==> src/rtl/serial_add_ctrl.sv <==
// Bit-serial adder controller: {c_out,sum} = a + b + c_in, one bit per clock through a single full adder.
// Optional overflow output enabled by defining SERIAL_ADD_OVF_EN.

module fa (
  input  logic a,
  input  logic b,
  input  logic carry_in,
  output logic sum,
  output logic carry_out
);
  assign sum       = a ^ b ^ carry_in;
  assign carry_out = (a & b) | (carry_in & (a ^ b));
endmodule

module serial_add_ctrl #(
  parameter int WIDTH = 8
) (
  input  logic             clk,
  input  logic             rst,
  input  logic             start,
  input  logic [WIDTH-1:0] a,
  input  logic [WIDTH-1:0] b,
  input  logic             c_in,
  output logic             busy,
  output logic             done,
  output logic [WIDTH-1:0] sum,
  output logic             c_out
`ifdef SERIAL_ADD_OVF_EN
  ,
  output logic             ovf
`endif
);
  localparam int CW = $clog2(WIDTH + 1);

  typedef enum logic [1:0] {IDLE, RUN, DONE} state_t;

  state_t           state, state_next;
  logic [WIDTH-1:0] a_sh, b_sh, res_next;
  logic             carry;
  logic [CW-1:0]    cnt;
  logic             fa_s, fa_co, last, accept;

  fa u_fa (
    .a        (a_sh[0]),
    .b        (b_sh[0]),
    .carry_in (carry),
    .sum      (fa_s),
    .carry_out(fa_co)
  );

  assign last   = (cnt == CW'(WIDTH - 1));
  assign accept = (state == IDLE) && start;

  // The A register doubles as the result register: sum bits enter at the MSB
  // as operand bits leave at the LSB, so after WIDTH shifts it holds the sum.
  assign res_next = WIDTH'({fa_s, a_sh} >> 1);

  always_comb begin
    state_next = state;
    busy       = 1'b0;
    done       = 1'b0;
    unique case (state)
      IDLE: if (start) state_next = RUN;
      RUN: begin
        busy = 1'b1;
        if (last) state_next = DONE;
      end
      DONE: begin
        busy       = 1'b1;
        done       = 1'b1;
        state_next = IDLE;
      end
      default: state_next = IDLE;
    endcase
  end

  always_ff @(posedge clk) begin
    if (rst) begin
      state <= IDLE;
      a_sh  <= '0;
      b_sh  <= '0;
      carry <= 1'b0;
      cnt   <= '0;
      sum   <= '0;
      c_out <= 1'b0;
`ifdef SERIAL_ADD_OVF_EN
      ovf   <= 1'b0;
`endif
    end else begin
      state <= state_next;
      if (accept) begin
        a_sh  <= a;
        b_sh  <= b;
        carry <= c_in;
        cnt   <= '0;
      end else if (state == RUN) begin
        a_sh  <= res_next;
        b_sh  <= b_sh >> 1;
        carry <= fa_co;
        cnt   <= cnt + 1'b1;
        // Outputs change only on the final bit; intermediate sums stay hidden.
        if (last) begin
          sum   <= res_next;
          c_out <= fa_co;
`ifdef SERIAL_ADD_OVF_EN
          ovf   <= carry ^ fa_co;
`endif
        end
      end
    end
  end

endmodule

==> config.mk <==
export PLATFORM = sky130hd
export DESIGN_NAME = serial_add_ctrl
export DESIGN_NICKNAME = d
export VERILOG_FILES = /design/src/rtl/serial_add_ctrl.sv
export SDC_FILE = /design/constraint.sdc
export NUM_CORES = 1
export LEC_CHECK = 0
export ABC_AREA = 0
export CAP_MARGIN = 20
export CORE_UTILIZATION = 46
export DETAILED_ROUTE_END_ITERATION = 8
export GPL_TIMING_DRIVEN = 0
export PLACE_DENSITY = 0.75
export SLEW_MARGIN = 25
export SYNTH_ARGS = -nofsm -noshare
export SYNTH_HDL_FRONTEND = slang
export SYNTH_SLANG_ARGS = --single-unit
==> constraint.sdc <==
create_clock -name clk -period 1.4 [get_ports clk]
set_input_delay 0.28 -clock clk [delete_from_list [all_inputs] [get_ports clk]]
set_output_delay 0.28 -clock clk [all_outputs]
set_load 0.005 [all_outputs]
Yosys cells after proc, flatten, opt, wreduce, memory -nomap -nowiden

Index checks and enable logic that the tools add are counted.

Register bits after elaboration: 32
Word-level logic and storage cells: 37
Bits of input ports: 20
Output and inout port bits: 11

Bitwise gates (word level): 6
Equal/unequal tests: 5
Add/sub/neg operators: 1
Multiplexer cells: 11
Reductions and logical operators: 7

Operators with widths:

| operator                                      | number |
|---|---|
| 2-to-1 mux 8 bit                              | 4 |
| adder 4 x 1 -> 4 bit, second input constant   | 1 |
| == test 4 x 3 -> 1 bit, second input constant | 1 |
| 2-to-1 mux 1 bit                              | 4 |
| 2-to-1 mux 2 bit                              | 2 |
| != test 2 bit, second input constant          | 2 |
| case mux 2 bit (2 select lines)               | 1 |
| OR reduction 2 bit                            | 2 |
| AND reduction 3 bit                           | 1 |
| AND 1 bit                                     | 2 |
| == test 2 x 1 -> 1 bit, second input constant | 1 |
| == test 2 bit, second input constant          | 1 |
| zero test 2 bit                               | 1 |
| AND reduction 2 bit                           | 1 |
| nonzero test 2 bit                            | 1 |
| XOR 1 bit                                     | 2 |
| logical AND 1 bit                             | 1 |
| NOT 1 bit                                     | 1 |
| bitwise OR 1 bit                              | 1 |

Depth between registers and ports, before layout

Word-level depth: 5
Depth in mapped cells: 7

By module

Synthesis repeated with hierarchy kept, for this count alone.

Cell total of the unflattened synthesis: 153
Area total of the unflattened synthesis: 1591.5 um^2

Modules (own cells, without submodules):

| module          | cells an instance | area each (um^2) | instances |
|---|---|---|---|
| serial_add_ctrl | 152               | 1571.5           | 1 |
| fa              | 1                 | 20.0             | 1 |

Worst setup path before layout

Ideal clock, no wire load.

Path kind: flip-flop to flip-flop
Start: register state[0]
End: register c_out
Data required time: 1.328 ns
Path slack: 0.039 ns
Buffers on the path: 1
Setup time: 0.072 ns
Arrival: 1.290 ns
Cell stages (with the launch flop): 7
Period minus slack after synthesis: 1.361 ns
Cell sequence: dfxtp_1 > inv_1 > ha_1 > and2_1 > buf_6 > nor2_8 > mux2i_1

Longest elaborated chain between the ends: 4
Elaborated cells between the ends (all ways): 5
Classes of those cells: eq/ne (1); bitwise (1); reduce/logical (3)

RTL lines:

| what                            | RTL line | source |
|---|---|---|
| start: declaration              | 37       | `state_t state, state_next;` |
| start signal: assignment        | 90       | `state <= state_next;` |
| zero test 2 bit                 | 52       | `assign accept = (state == IDLE) && start;` |
| logical AND 1 bit               | 52       |  |
| NOT 1 bit (no line)             | n/a      |  |
| AND reduction 3 bit (no line) * | n/a      |  |
| end signal: assignment          | 104      | `c_out <= fa_co;` |
| end: declaration                | 27       | `output logic c_out` |

Every way passes the cells marked *; elsewhere a longest branch is shown, timed or not.
A chain may end at the register's enable or synchronous reset.

Final worst setup path

Start: register state[1]
End: output port busy

Longest elaborated chain between the ends: 3
Elaborated cells between the ends (all ways): 4
Classes of those cells: eq/ne (2); mux (1); reduce/logical (1)

RTL lines:

| what                                                    | RTL line | source |
|---|---|---|
| == test 2 x 1 -> 1 bit or == test 2 bit (tied branches) | 62       | `unique case (state)` |
| OR reduction 2 bit (no line) *                          | n/a      |  |
| 2-to-1 mux 1 bit *                                      | 62       |  |
| end: declaration                                        | 24       | `output logic busy,` |

Marked as above.

==> impl_metrics.tcl <==
set metrics [dict create \
    synth.avg_cell_area_um2 10.38 \
    netlist_instances 153 \
    skew_ps 12.91 \
    critical_path.max_fanout 4 \
    core_um2 3153 \
    synth_area_leaders "dfxtp_1 (40%), mux2i_1 (18%), nand2b_1 (8.7%)" \
    synth_area_leader_cell "dfxtp_1" \
    drt-initial-drc-count 34 \
    wl_per_cell_um 15.04 \
    ys_ff_latch 32 \
    synth_top_area_frac 0.4035 \
    fin_nets 228 \
    dp_slack_ps -191.1 \
    holdCritPathClass "register to register" \
    yosysUniqueCellTypes 24 \
    syn_area_um2 1588 \
    yosysMostFrequentCell "dfxtp_1" \
    clock_path_buffers 2 \
    drt_pass1_iterations 4 \
    h-tree-depth 2 \
    violations "negative setup slack" \
    place.port_buffers 30 \
    post-route-util 0.6996 \
    postRouteAntennaNets 0 \
    clkLatencyLatePin_ps 340 \
    clk_pin_slew_ps 100 \
    detailed_place_hpwl_um 2478 \
    hold_viol 0 \
    setup_viol 2 \
    via_count 1268 \
    async_reset_ff_frac 0 \
    syn_nets 180 \
    grt_antenna_before_repair 0 \
    grt_usage 0.2294 \
    gp_congestion 0.7666 \
    fp-row-count 20 \
    die_w_um 60.75 \
    peakVddDrop_mv 0.9990 \
    die-area_um2 3691 \
    min_period_over_period 1.025 \
    grt_first_pass_wirelength_um 6023 \
    synth_edf_count 0 \
    grt_max_degree 11 \
    layout_min_cycle_time_ps 1435 \
    grt-ovfl-total 0 \
    worstSetupPathType "register to primary output" \
    p_total_mw 3.360 \
    clkSinkCount 32 \
    cts_tree "yes" \
    ys_warn_count 0 \
    setup_tns_ps -51.97 \
    p_per_area_nw_per_um2 1523 \
    layout-drive-gt1-share 0.2772 \
    max_freq_mhz 696.7 \
    synth-main-ff-cell "dfxtp_1" \
    p_leak_nw 0.8957 \
    startpoint_type "register" \
    initial_utilization 0.5036 \
    rsz0062_at_grt "true" \
    via_per_inst 5.154 \
    area_growth_pct 38.93 \
    ios 31 \
    endpoint_kind "primary output" \
    tightest_slew_ps 329.0 \
    finalHoldWorstSlack_ps 472.9 \
    seq_area_frac_synth 0.4035 \
    cts_made_buffers 5 \
    relSlewSlack 0.7807 \
    fin_ws_ps -35.25 \
    crit_required_ps 1120 \
    crit_arrival_ps 1160 \
    fill_cells 265 \
    hold_buffers 0 \
    drc 0 \
    cts-root-buf "clkbuf_4" \
    maxCapViolations 0 \
    run_status "finished, violations left" \
    wl_um 3699 \
    fp.dieH_um 60.75 \
    grt_pass1_vias 1307 \
    antenna_cells 0 \
    finalMaxSlewViolations 0 \
    synthTopCellsByCount "dfxtp_1 (32), mux2i_1 (28), nand2b_1 (22)" \
]
## state kept, by name, indices dropped and copies added, names as in the netlist
name	count
a_sh	8
b_sh	8
sum	8
cnt	4
state	2
c_out	1
carry	1
## area by class of cell
class                           count  area [um^2]  share of cell area
Buffer                             10        102.6             0.04651
Sequential cell                    32        654.4              0.2967
Clock buffer                        8        58.81             0.02666
Timing Repair Buffer               41        401.6              0.1821
Tap cell                           44        55.05             0.02496
Inverter                            2        12.51            0.005672
Multi-Input combinational cell    109        920.9              0.4175
## final timing paths
check | slack (ps) | cells after the start | end | startpoint
worst min register to register | 470 | 2 | sum[2]$_SDFFE_PP0P_ | sum[2]$_SDFFE_PP0P_
worst max register to register | -20 | 6 | b_sh[5]$_SDFFE_PP0P_ | state[0]$_SDFFE_PP0P_
worst min-delay path | 470 | 2 | sum[2]$_SDFFE_PP0P_ | sum[2]$_SDFFE_PP0P_
worst max-delay path | -40 | 4 | busy | state[1]$_SDFFE_PP0P_
## cells by family after synthesis
kind of cell / count (synthesis) / share of synthesized area
simple gates: 52 / 0.1931
flops: 32 / 0.4035
mux: 28 / 0.1765
compound gates: 18 / 0.08196
buf+inv: 13 / 0.06856
fa+ha+maj: 7 / 0.05989
xor+xnor: 3 / 0.01655
## report_power, final
group	leakage, nW	total (mW)	internal, mW	switching, mW
Clock	0.0326	0.559	0.248	0.311
Sequential	0.268	1.24	1.09	0.147
Combinational	0.596	1.56	0.868	0.693
Total	0.896	3.36	2.21	1.15
## layout by cell type (no fill, tap or decap), types with 2 or more instances in the layout
cell type,synthesis,routed
buf_6,2,5
ha_1,6,2
dfxtp_2,0,11
clkbuf_4,0,5
nor3_1,4,4
nand3b_1,2,2
a211oi_1,16,12
buf_12,2,3
ha_4,0,2
dfxtp_1,32,21
a211oi_2,0,4
clkbuf_1,1,3
clkdlybuf4s50_1,0,19
ha_2,0,2
nand2b_1,22,22
dlygate4sd2_1,0,9
xor2_1,2,2
nor2_1,16,16
buf_4,2,10
mux2i_1,28,27
nand2_1,3,2
buf_2,4,3
## critical path: stages, from the launching register on
cell and delay, ps:
dfxtp_2 350, buf_6 100, inv_6 40, ha_4 250, buf_6 80
## per-stage QoR
step           area, um^2  instances
6_report             2206        246
5_1_grt              2206        246
4_1_cts              2107        243
3_5_place_dp         1943        227
3_3_place_gp         1943        227
2_1_floorplan        1588        153
## routing by layer
metal	routed length [um]	track usage	vias to the layer above
met1	1610	0.2642	607
met2	1914	0.3940	25
met5	0	0	-
met3	111	0.07676	7
li1	-	-	629
met4	61	0.08766	0
## what timing repair did
action | in CTS | in global routing
pin swaps | 2 | 18
setup buffers | 7 | 3
setup endpoints to repair | 37 | 28
gates resized for setup | 40 | 12
gates cloned | 1 | 1
Power figures use the tool's default switching activity.
